### src/rtl/disp_scan_ctrl.sv
// disp_scan_ctrl -- refresh controller for an eight-digit seven-segment display.
//
// Scans digits 0..7. Each digit owns a slot of TICK_DIV cycles. The first BLANK
// cycles of a slot hold all anodes off so the segment lines can settle before
// the next digit lights. Pattern words come in through a valid/ready port.
// They are staged in a pending buffer and move to the active buffer only at a
// frame boundary (or straight away while idle), so a frame never shows a mix
// of old and new data.
//
// Ports:
//   clk         system clock, rising edge
//   rst_n       asynchronous active-low reset
//   en          scan enable; low parks the scanner in IDLE with anodes off
//   load_valid  producer offers load_data
//   load_data   64-bit pattern word, byte k = digit k
//   load_ready  pending buffer is free (registered)
//   seg_bytes   active pattern word, byte k feeds mux input Ik
//   s           mux select = current digit index
//   an          active-low digit anodes, at most one bit low
//   frame_done  one-cycle pulse at every frame boundary while scanning
module disp_scan_ctrl #(
  parameter int TICK_DIV = 50000,
  parameter int BLANK    = 4
) (
  input  logic        clk,
  input  logic        rst_n,
  input  logic        en,
  input  logic        load_valid,
  input  logic [63:0] load_data,
  output logic        load_ready,
  output logic [63:0] seg_bytes,
  output logic [2:0]  s,
  output logic [7:0]  an,
  output logic        frame_done
);

  localparam logic [15:0] SLOT_LAST  = 16'(TICK_DIV - 1);
  localparam logic [15:0] BLANK_LAST = 16'(BLANK - 1);

  typedef enum logic [1:0] {ST_IDLE, ST_BLANK, ST_SHOW} state_t;

  state_t      state_q;
  logic [2:0]  digit_q;
  logic [15:0] slot_q;
  logic [63:0] active_q;
  logic [63:0] pend_q;
  logic        pend_full_q;
  logic        pend_full_d;
  logic        load_ready_q;
  logic [7:0]  an_q;
  logic [2:0]  s_q;
  logic        frame_done_q;

  logic        accept;
  logic        slot_end;
  logic        boundary;
  logic        transfer;
  logic [7:0]  show_an;

  // Anode pattern for the SHOW phase of the current digit.
  genvar gi;
  generate
    for (gi = 0; gi < 8; gi++) begin : g_an
      assign show_an[gi] = (digit_q != 3'(gi));
    end
  endgenerate

  assign accept   = load_valid && load_ready_q;
  assign slot_end = (slot_q == SLOT_LAST);
  // A frame boundary only counts while scanning continues; a disable on the
  // same edge takes priority and the transfer then happens from IDLE.
  assign boundary = en && (state_q == ST_SHOW) && slot_end && (digit_q == 3'd7);
  assign transfer = pend_full_q && (boundary || (state_q == ST_IDLE));

  // Transfer empties pending first; a load on the same edge refills it.
  always_comb begin
    pend_full_d = pend_full_q;
    if (transfer) pend_full_d = 1'b0;
    if (accept)   pend_full_d = 1'b1;
  end

  always_ff @(posedge clk or negedge rst_n) begin
    if (!rst_n) begin
      state_q      <= ST_IDLE;
      digit_q      <= 3'd0;
      slot_q       <= 16'd0;
      active_q     <= 64'h0;
      pend_q       <= 64'h0;
      pend_full_q  <= 1'b0;
      load_ready_q <= 1'b1;
      an_q         <= 8'hFF;
      s_q          <= 3'd0;
      frame_done_q <= 1'b0;
    end else begin
      if (transfer) active_q <= pend_q;
      if (accept)   pend_q   <= load_data;
      pend_full_q  <= pend_full_d;
      load_ready_q <= !pend_full_d;
      frame_done_q <= 1'b0;

      if (!en) begin
        state_q <= ST_IDLE;
        digit_q <= 3'd0;
        slot_q  <= 16'd0;
        an_q    <= 8'hFF;
        s_q     <= 3'd0;
      end else begin
        case (state_q)
          ST_IDLE: begin
            // Leaving IDLE starts digit 0 without a frame_done pulse.
            state_q <= ST_BLANK;
            digit_q <= 3'd0;
            slot_q  <= 16'd0;
            an_q    <= 8'hFF;
            s_q     <= 3'd0;
          end
          ST_BLANK: begin
            slot_q <= slot_q + 16'd1;
            if (slot_q == BLANK_LAST) begin
              state_q <= ST_SHOW;
              an_q    <= show_an;
            end
          end
          ST_SHOW: begin
            if (slot_end) begin
              // Select changes only here, while the anodes go dark.
              state_q      <= ST_BLANK;
              slot_q       <= 16'd0;
              digit_q      <= digit_q + 3'd1;
              s_q          <= digit_q + 3'd1;
              an_q         <= 8'hFF;
              frame_done_q <= (digit_q == 3'd7);
            end else begin
              slot_q <= slot_q + 16'd1;
            end
          end
          default: begin
            state_q <= ST_IDLE;
            digit_q <= 3'd0;
            slot_q  <= 16'd0;
            an_q    <= 8'hFF;
            s_q     <= 3'd0;
          end
        endcase
      end
    end
  end

  assign load_ready = load_ready_q;
  assign seg_bytes  = active_q;
  assign s          = s_q;
  assign an         = an_q;
  assign frame_done = frame_done_q;

endmodule
### config.mk
export PLATFORM = sky130hd
export DESIGN_NAME = disp_scan_ctrl
export DESIGN_NICKNAME = d
export VERILOG_FILES = /design/src/rtl/disp_scan_ctrl.sv
export SDC_FILE = /design/constraint.sdc
export NUM_CORES = 1
export LEC_CHECK = 0
export ABC_AREA = 0
export CAP_MARGIN = 5
export CORE_UTILIZATION = 48
export DETAILED_ROUTE_END_ITERATION = 12
export PLACE_DENSITY = 0.77
export REMOVE_ABC_BUFFERS = 1
export SLEW_MARGIN = 25
export SYNTH_ARGS = -nofsm -noshare
export SYNTH_HDL_FRONTEND = slang
export SYNTH_SLANG_ARGS = --single-unit
### constraint.sdc
create_clock -name clk -period 2.17 [get_ports clk]
set_clock_uncertainty 0.2 [all_clocks]
set_input_delay 0.217 -clock clk [delete_from_list [all_inputs] [get_ports clk]]
set_output_delay 0.217 -clock clk [all_outputs]
set_load 0.05 [all_outputs]
Word-level counts from Yosys, hierarchy flattened

Index checks and enable logic that the tools add are counted.

Input port bits: 68
Logic and storage cells: 56
Flip-flop bits (word level): 160
Output and inout port bits: 77

Reduce and logical (&&, ||, !) cells: 11
$add $sub $neg: 2
Eq/ne operators: 15
Mux-type cells: 19

Operators by type and width:

| kind                                                                    | number |
|---|---|
| 16-bit 2-to-1 mux                                                       | 2 |
| 16-bit one-hot mux with 2 select lines                                  | 1 |
| 8-bit 2-to-1 mux                                                        | 3 |
| 3-bit != test (second input constant)                                   | 6 |
| 16-bit by 1-bit adder with 16-bit output (second input constant)        | 1 |
| 16-bit equality test (second input constant)                            | 1 |
| 16-bit by 2-bit equality test with 1-bit output (second input constant) | 1 |
| 8-bit one-hot mux with 2 select lines                                   | 1 |
| 2-bit 2-to-1 mux                                                        | 3 |
| 3-bit 2-to-1 mux                                                        | 2 |
| 3-bit by 2-bit != test with 1-bit output (second input constant)        | 2 |
| 2-bit one-hot mux with 3 select lines                                   | 1 |
| 3-bit one-hot mux with 2 select lines                                   | 1 |
| 1-bit logical AND                                                       | 5 |
| 1-bit 2-to-1 mux                                                        | 5 |
| 2-bit AND reduction                                                     | 2 |
| 3-bit by 1-bit adder with 3-bit output (second input constant)          | 1 |
| 3-bit equality test (second input constant)                             | 1 |
| 3-bit by 1-bit != test with 1-bit output (second input constant)        | 1 |
| 3-bit nonzero test                                                      | 1 |
| 2-bit by 1-bit equality test with 1-bit output (second input constant)  | 1 |
| 2-bit equality test (second input constant)                             | 1 |
| 2-bit zero test                                                         | 1 |
| 2-bit != test (second input constant)                                   | 1 |
| other kinds (2)                                                         | 2 |

Longest topological paths before layout

Depth in word-level cells: 9
Depth in mapped cells: 8

Worst setup path before layout

No wires, ideal clock.

Path kind: register to register
From: register load_ready_q (netlist: load_ready)
To: register pend_q[25]
Period minus slack after synthesis: 2.225 ns
Arrival: 1.900 ns
Path buffers: 2
Stages on the path, launching flop included: 5
Required time: 1.845 ns
Slack: -0.055 ns
Library setup time: 0.125 ns
Cells stage by stage: dfstp_2 -> and2_1 -> clkbuf_1 -> clkbuf_1 -> mux2_2

Cells in the longest elaborated chain, start to end: 1

RTL lines:

| what                   | line | source |
|---|---|---|
| from (decl)            | 49   | `logic load_ready_q;` |
| from (signal assigned) | 98   | `load_ready_q <= !pend_full_d;` |
| 1-bit logical AND      | 68   | `assign accept = load_valid && load_ready_q;` |
| to (signal assigned)   | 96   | `if (accept) pend_q <= load_data;` |
| to (decl)              | 46   | `logic [63:0] pend_q;` |

Every way passes these cells.
A chain may end at the register's enable or synchronous reset.

Final worst setup path

From: register active_q[34] (netlist: seg_bytes[34])
To: output port seg_bytes[34]

RTL lines:

| what                   | line | source |
|---|---|---|
| from (decl)            | 45   | `logic [63:0] active_q;` |
| from (signal assigned) | 95   | `if (transfer) active_q <= pend_q;` |
| to (decl)              | 31   | `output logic [63:0] seg_bytes,` |

No word-level cell between the ends.

==> run_summary.xml <==
<?xml version="1.0" encoding="UTF-8"?>
<metrics>
  <group name="outcome">
    <metric name="outcome" unit="">completed</metric>
  </group>
  <group name="power_and_ir_drop">
    <metric name="clockPowerShare" unit="%">19.6</metric>
    <metric name="p_per_area" unit="nW/µm²">1620</metric>
    <metric name="power_switching" unit="mW">6.93</metric>
    <metric name="p_sw_share" unit="%">41.3</metric>
    <metric name="power.static_leakage" unit="nW">4.19</metric>
    <metric name="combinational_power_share" unit="%">48.8</metric>
    <metric name="power.sequential.fraction" unit="%">31.6</metric>
    <metric name="vdd_ir_drop_max" unit="V">0.000786</metric>
    <metric name="cellInternalPower" unit="mW">9.84</metric>
  </group>
  <group name="global_route">
    <metric name="antenna_found_initial" unit="">0</metric>
    <metric name="global_route.overflow_total" unit="">0</metric>
    <metric name="grt_pass1_vias" unit="">5963</metric>
    <metric name="grt_max_degree" unit="">56</metric>
    <metric name="wire_length_of_the_first_global_routing_pass" unit="mm">30.4</metric>
    <metric name="groute.usage.overall" unit="%">23.3</metric>
  </group>
  <group name="route">
    <metric name="drt-wirelength-per-cell" unit="µm">17.5</metric>
    <metric name="detail_route.wirelength" unit="mm">19.2</metric>
    <metric name="drc_errors" unit="">0</metric>
    <metric name="antenna_violating_nets_post_route" unit="">0</metric>
    <metric name="dr.first_iter.drc_count" unit="">480</metric>
    <metric name="first_pass_iters" unit="">5</metric>
    <metric name="detail_route.vias_per_cell" unit="">5.45</metric>
    <metric name="detailroute.via_count" unit="">6008</metric>
  </group>
  <group name="clock_tree">
    <metric name="clk_pin_slew_worst_paths" unit="ns">0.06</metric>
    <metric name="ctsRootBufferMaster" unit="">clkbuf_16</metric>
    <metric name="number_of_buffers_created_by_cts" unit="">17</metric>
    <metric name="cts_tree" unit="">built</metric>
    <metric name="buffer_depth_of_the_longest_clock_path" unit="">2</metric>
    <metric name="cts.sinks" unit="">160</metric>
    <metric name="htree_num_levels" unit="">4</metric>
    <metric name="insertion_delay" unit="ns">0.42</metric>
  </group>
  <group name="placed_design">
    <metric name="hpwlAfterDp" unit="mm">12.1</metric>
    <metric name="post-place-cells" unit="">1061</metric>
    <metric name="place_congestion" unit="">0.861</metric>
    <metric name="portBuffers" unit="">144</metric>
    <metric name="dpl-instance-area" unit="µm²">9590</metric>
  </group>
  <group name="worst_setup_path">
    <metric name="critical_path.max_stage_delay" unit="ns">0.87</metric>
    <metric name="critPathKind" unit="">flip-flop to primary output</metric>
    <metric name="critPathArrivalTime" unit="ns">1.68</metric>
    <metric name="cell_family_with_most_cp_delay" unit="">buffers and inverters</metric>
    <metric name="crit_slowest_cell" unit="">clkdlybuf4s50_1</metric>
    <metric name="critical_path.n_buffers_inverters" unit="">1</metric>
    <metric name="crit_chain" unit="">clkdlybuf4s50_1</metric>
    <metric name="endpoint_kind" unit="">primary output</metric>
    <metric name="worst-path-max-fanout" unit="">3</metric>
    <metric name="cp.required" unit="ns">1.75</metric>
    <metric name="critPathLaunchType" unit="">flip-flop</metric>
  </group>
  <group name="cells_and_area">
    <metric name="fin_area" unit="µm²">10400</metric>
    <metric name="layout-drive-gt1-share" unit="%">18.4</metric>
    <metric name="postLayoutCoreUtil" unit="%">65.5</metric>
    <metric name="fin_nets" unit="">952</metric>
    <metric name="final_cell_count_no_fill" unit="">1102</metric>
    <metric name="register_area" unit="µm²">4020</metric>
    <metric name="final.fill_count" unit="">1225</metric>
    <metric name="synthToLayoutAreaGrowth" unit="%">33.3</metric>
    <metric name="multi_input_area" unit="µm²">3500</metric>
    <metric name="diodes_inserted" unit="">0</metric>
  </group>
  <group name="logic_synthesis">
    <metric name="postSynthCellCount" unit="">727</metric>
    <metric name="library_cell_with_the_highest_instance_count_after_synthesis" unit="">dfrtp_1</metric>
    <metric name="fraction_of_synthesized_cell_area_in_xor_and_xnor_cells" unit="%">1.13</metric>
    <metric name="yosys.area.top_type" unit="">dfrtp_1</metric>
    <metric name="synth.yosys.seq_area_share" unit="%">51.6</metric>
    <metric name="synth.lib_cells_used.distinct" unit="">45</metric>
    <metric name="post_synthesis_cell_area" unit="µm²">7780</metric>
    <metric name="synth_compound_gate_area_share" unit="%">13.9</metric>
    <metric name="synth_area_leaders" unit="">dfrtp_1 49%, mux2_2 9.3%, o211ai_1 5.3%</metric>
    <metric name="synth_top_area_share" unit="%">48.6</metric>
    <metric name="yosys.area_share.simple" unit="%">18.0</metric>
    <metric name="synth_flop_cell" unit="">dfrtp_1</metric>
    <metric name="synth_adder_area_share" unit="%">1.77</metric>
    <metric name="synth_area_per_inst" unit="µm²">10.7</metric>
    <metric name="synth_top_family_by_area" unit="">simple AND/OR/NAND/NOR gates</metric>
    <metric name="synthArstFlopShare" unit="%">100</metric>
    <metric name="synth_commonest_cells" unit="">151 x dfrtp_1, 75 x nand2_1, 68 x o21ai_0</metric>
    <metric name="yosys_register_bits" unit="">160</metric>
    <metric name="synth_edf_count" unit="">0</metric>
    <metric name="synth_mux_area_share" unit="%">9.78</metric>
    <metric name="yosys_warnings" unit="">0</metric>
  </group>
  <group name="flow_run">
    <metric name="drv_cap" unit="">0</metric>
  </group>
  <group name="sta">
    <metric name="timing.final.setup_violations" unit="">0</metric>
    <metric name="finalHoldViolations" unit="">0</metric>
    <metric name="worst_margin_pin_slew" unit="ns">0.564</metric>
    <metric name="shortest_clock_period_the_worst_path_allows_after_layout" unit="ns">2.10</metric>
    <metric name="rsz_0062_raised_after_global_routing" unit="">yes</metric>
    <metric name="fmax" unit="GHz">0.477</metric>
    <metric name="slew_headroom" unit="%">62.3</metric>
    <metric name="maxSlewViolCount" unit="">0</metric>
    <metric name="holdWs" unit="ns">0.0941</metric>
    <metric name="fin_crit_sh" unit="%">96.5</metric>
    <metric name="totalNegativeSetupSlack" unit="ns">0</metric>
  </group>
  <group name="floorplanning">
    <metric name="die_x" unit="µm">129</metric>
    <metric name="ioPinCount" unit="">145</metric>
    <metric name="starting_density_of_the_core" unit="%">49.1</metric>
    <metric name="number_of_core_rows" unit="">46</metric>
    <metric name="core_region_area" unit="µm²">15800</metric>
    <metric name="fp.dieArea" unit="µm²">16700</metric>
    <metric name="fp.dieH" unit="µm">129</metric>
  </group>
  <group name="min_path">
    <metric name="min-delay-path-class" unit="">input port to asynchronous set/reset pin</metric>
  </group>
</metrics>
==> per-layer routing <==
layer / vias to the layer above / wire length, µm / share of wire [%] / GRT usage, %
li1: 2828 / - / - / -
met1: 2998 / 8840 / 46 / 32.5
met2: 165 / 9170 / 48 / 37.2
met3: 17 / 1020 / 5.3 / 4.62
met4: 0 / 218 / 1.1 / 6.37
met5: - / 0 / 0 / 0
==> sequential cells by signal (all words and copies together) (netlist names) <==
signal / cells
state_q: 2
an: 8
load_ready: 1
s: 3
pend_q: 64
slot_q: 16
seg_bytes: 64
pend_full_q: 1
frame_done: 1
==> placed cells by master (no fill, tap or decap), types with 5 or more instances in the layout <==
cell,netlist,layout
a21oi_1,6,6
a22oi_1,5,5
buf_12,0,10
buf_4,1,21
bufinv_16,0,5
clkbuf_16,0,18
clkdlybuf4s50_1,0,132
dfrtp_1,151,149
dfstp_2,9,9
dlygate4sd2_1,0,9
ha_1,11,10
inv_1,15,15
mux2_2,64,64
nand2_1,75,74
nand2b_1,64,64
nand3_1,5,5
nand4_1,6,6
nor2_1,16,16
nor2b_1,65,65
o211ai_1,55,55
o211ai_2,10,10
o21ai_0,68,65
xnor2_1,6,6
==> cell type report <==
cell class	instances	area share, %
sequential	160	38.8
multi-input combinational	499	33.8
timing repair buffer	180	18.0
clock buffer	22	4.57
tap	216	2.61
clock inverter	10	1.75
inverter	15	0.543
==> cell families (layout without fill, tap and decap cells) <==
logic type | count (synthesis) | after routing
simple gates | 252 | 252
flops | 160 | 160
compound gates | 158 | 158
mux | 68 | 68
buf+inv | 68 | 227
fa+ha+maj | 11 | 11
xor+xnor | 10 | 10
==> stage by stage <==
stage               power [mW]  setup WS [ns]
finish                    16.8         0.0749
global route              17.7        -0.0234
CTS                       16.7         0.0115
detailed placement        13.3       -0.00280
global placement          13.1          0.103
floorplan                 10.6          -1.54
==> final timing paths <==
check	from	end	slack [ns]	depth (start not counted)
setup / recovery	seg_bytes[34]	seg_bytes[34]	0.07	1
hold / removal	rst_n	pend_q[5]	0.09	2
setup reg to reg	slot_q[12]	pend_full_q	0.10	6
hold reg to reg	an[6]	an[6]	0.26	2
max in group asynchronous	rst_n	load_ready	0.96	3
min in group clk	load_data[8]	pend_q[8]	0.21	2
==> power by group through the flow <==
stage	registers, mW	clock network, mW	logic (mW)
2_1_floorplan	7.34	0	3.24
3_3_place_gp	5.25	0	7.81
3_5_place_dp	5.33	0	7.99
4_1_cts	5.30	3.34	8.04
5_1_grt	5.47	3.46	8.77
6_report	5.29	3.30	8.18
==> timing repair <==
action	4_1_cts	5_1_grt
gates resized for setup	10	13
endpoints found under the hold margin	151	0
hold buffers	1	0
gates cloned	0	2
pin swaps	1	1
setup buffers	1	5
setup endpoints to repair	10	35
Power figures use the tool's default switching activity.
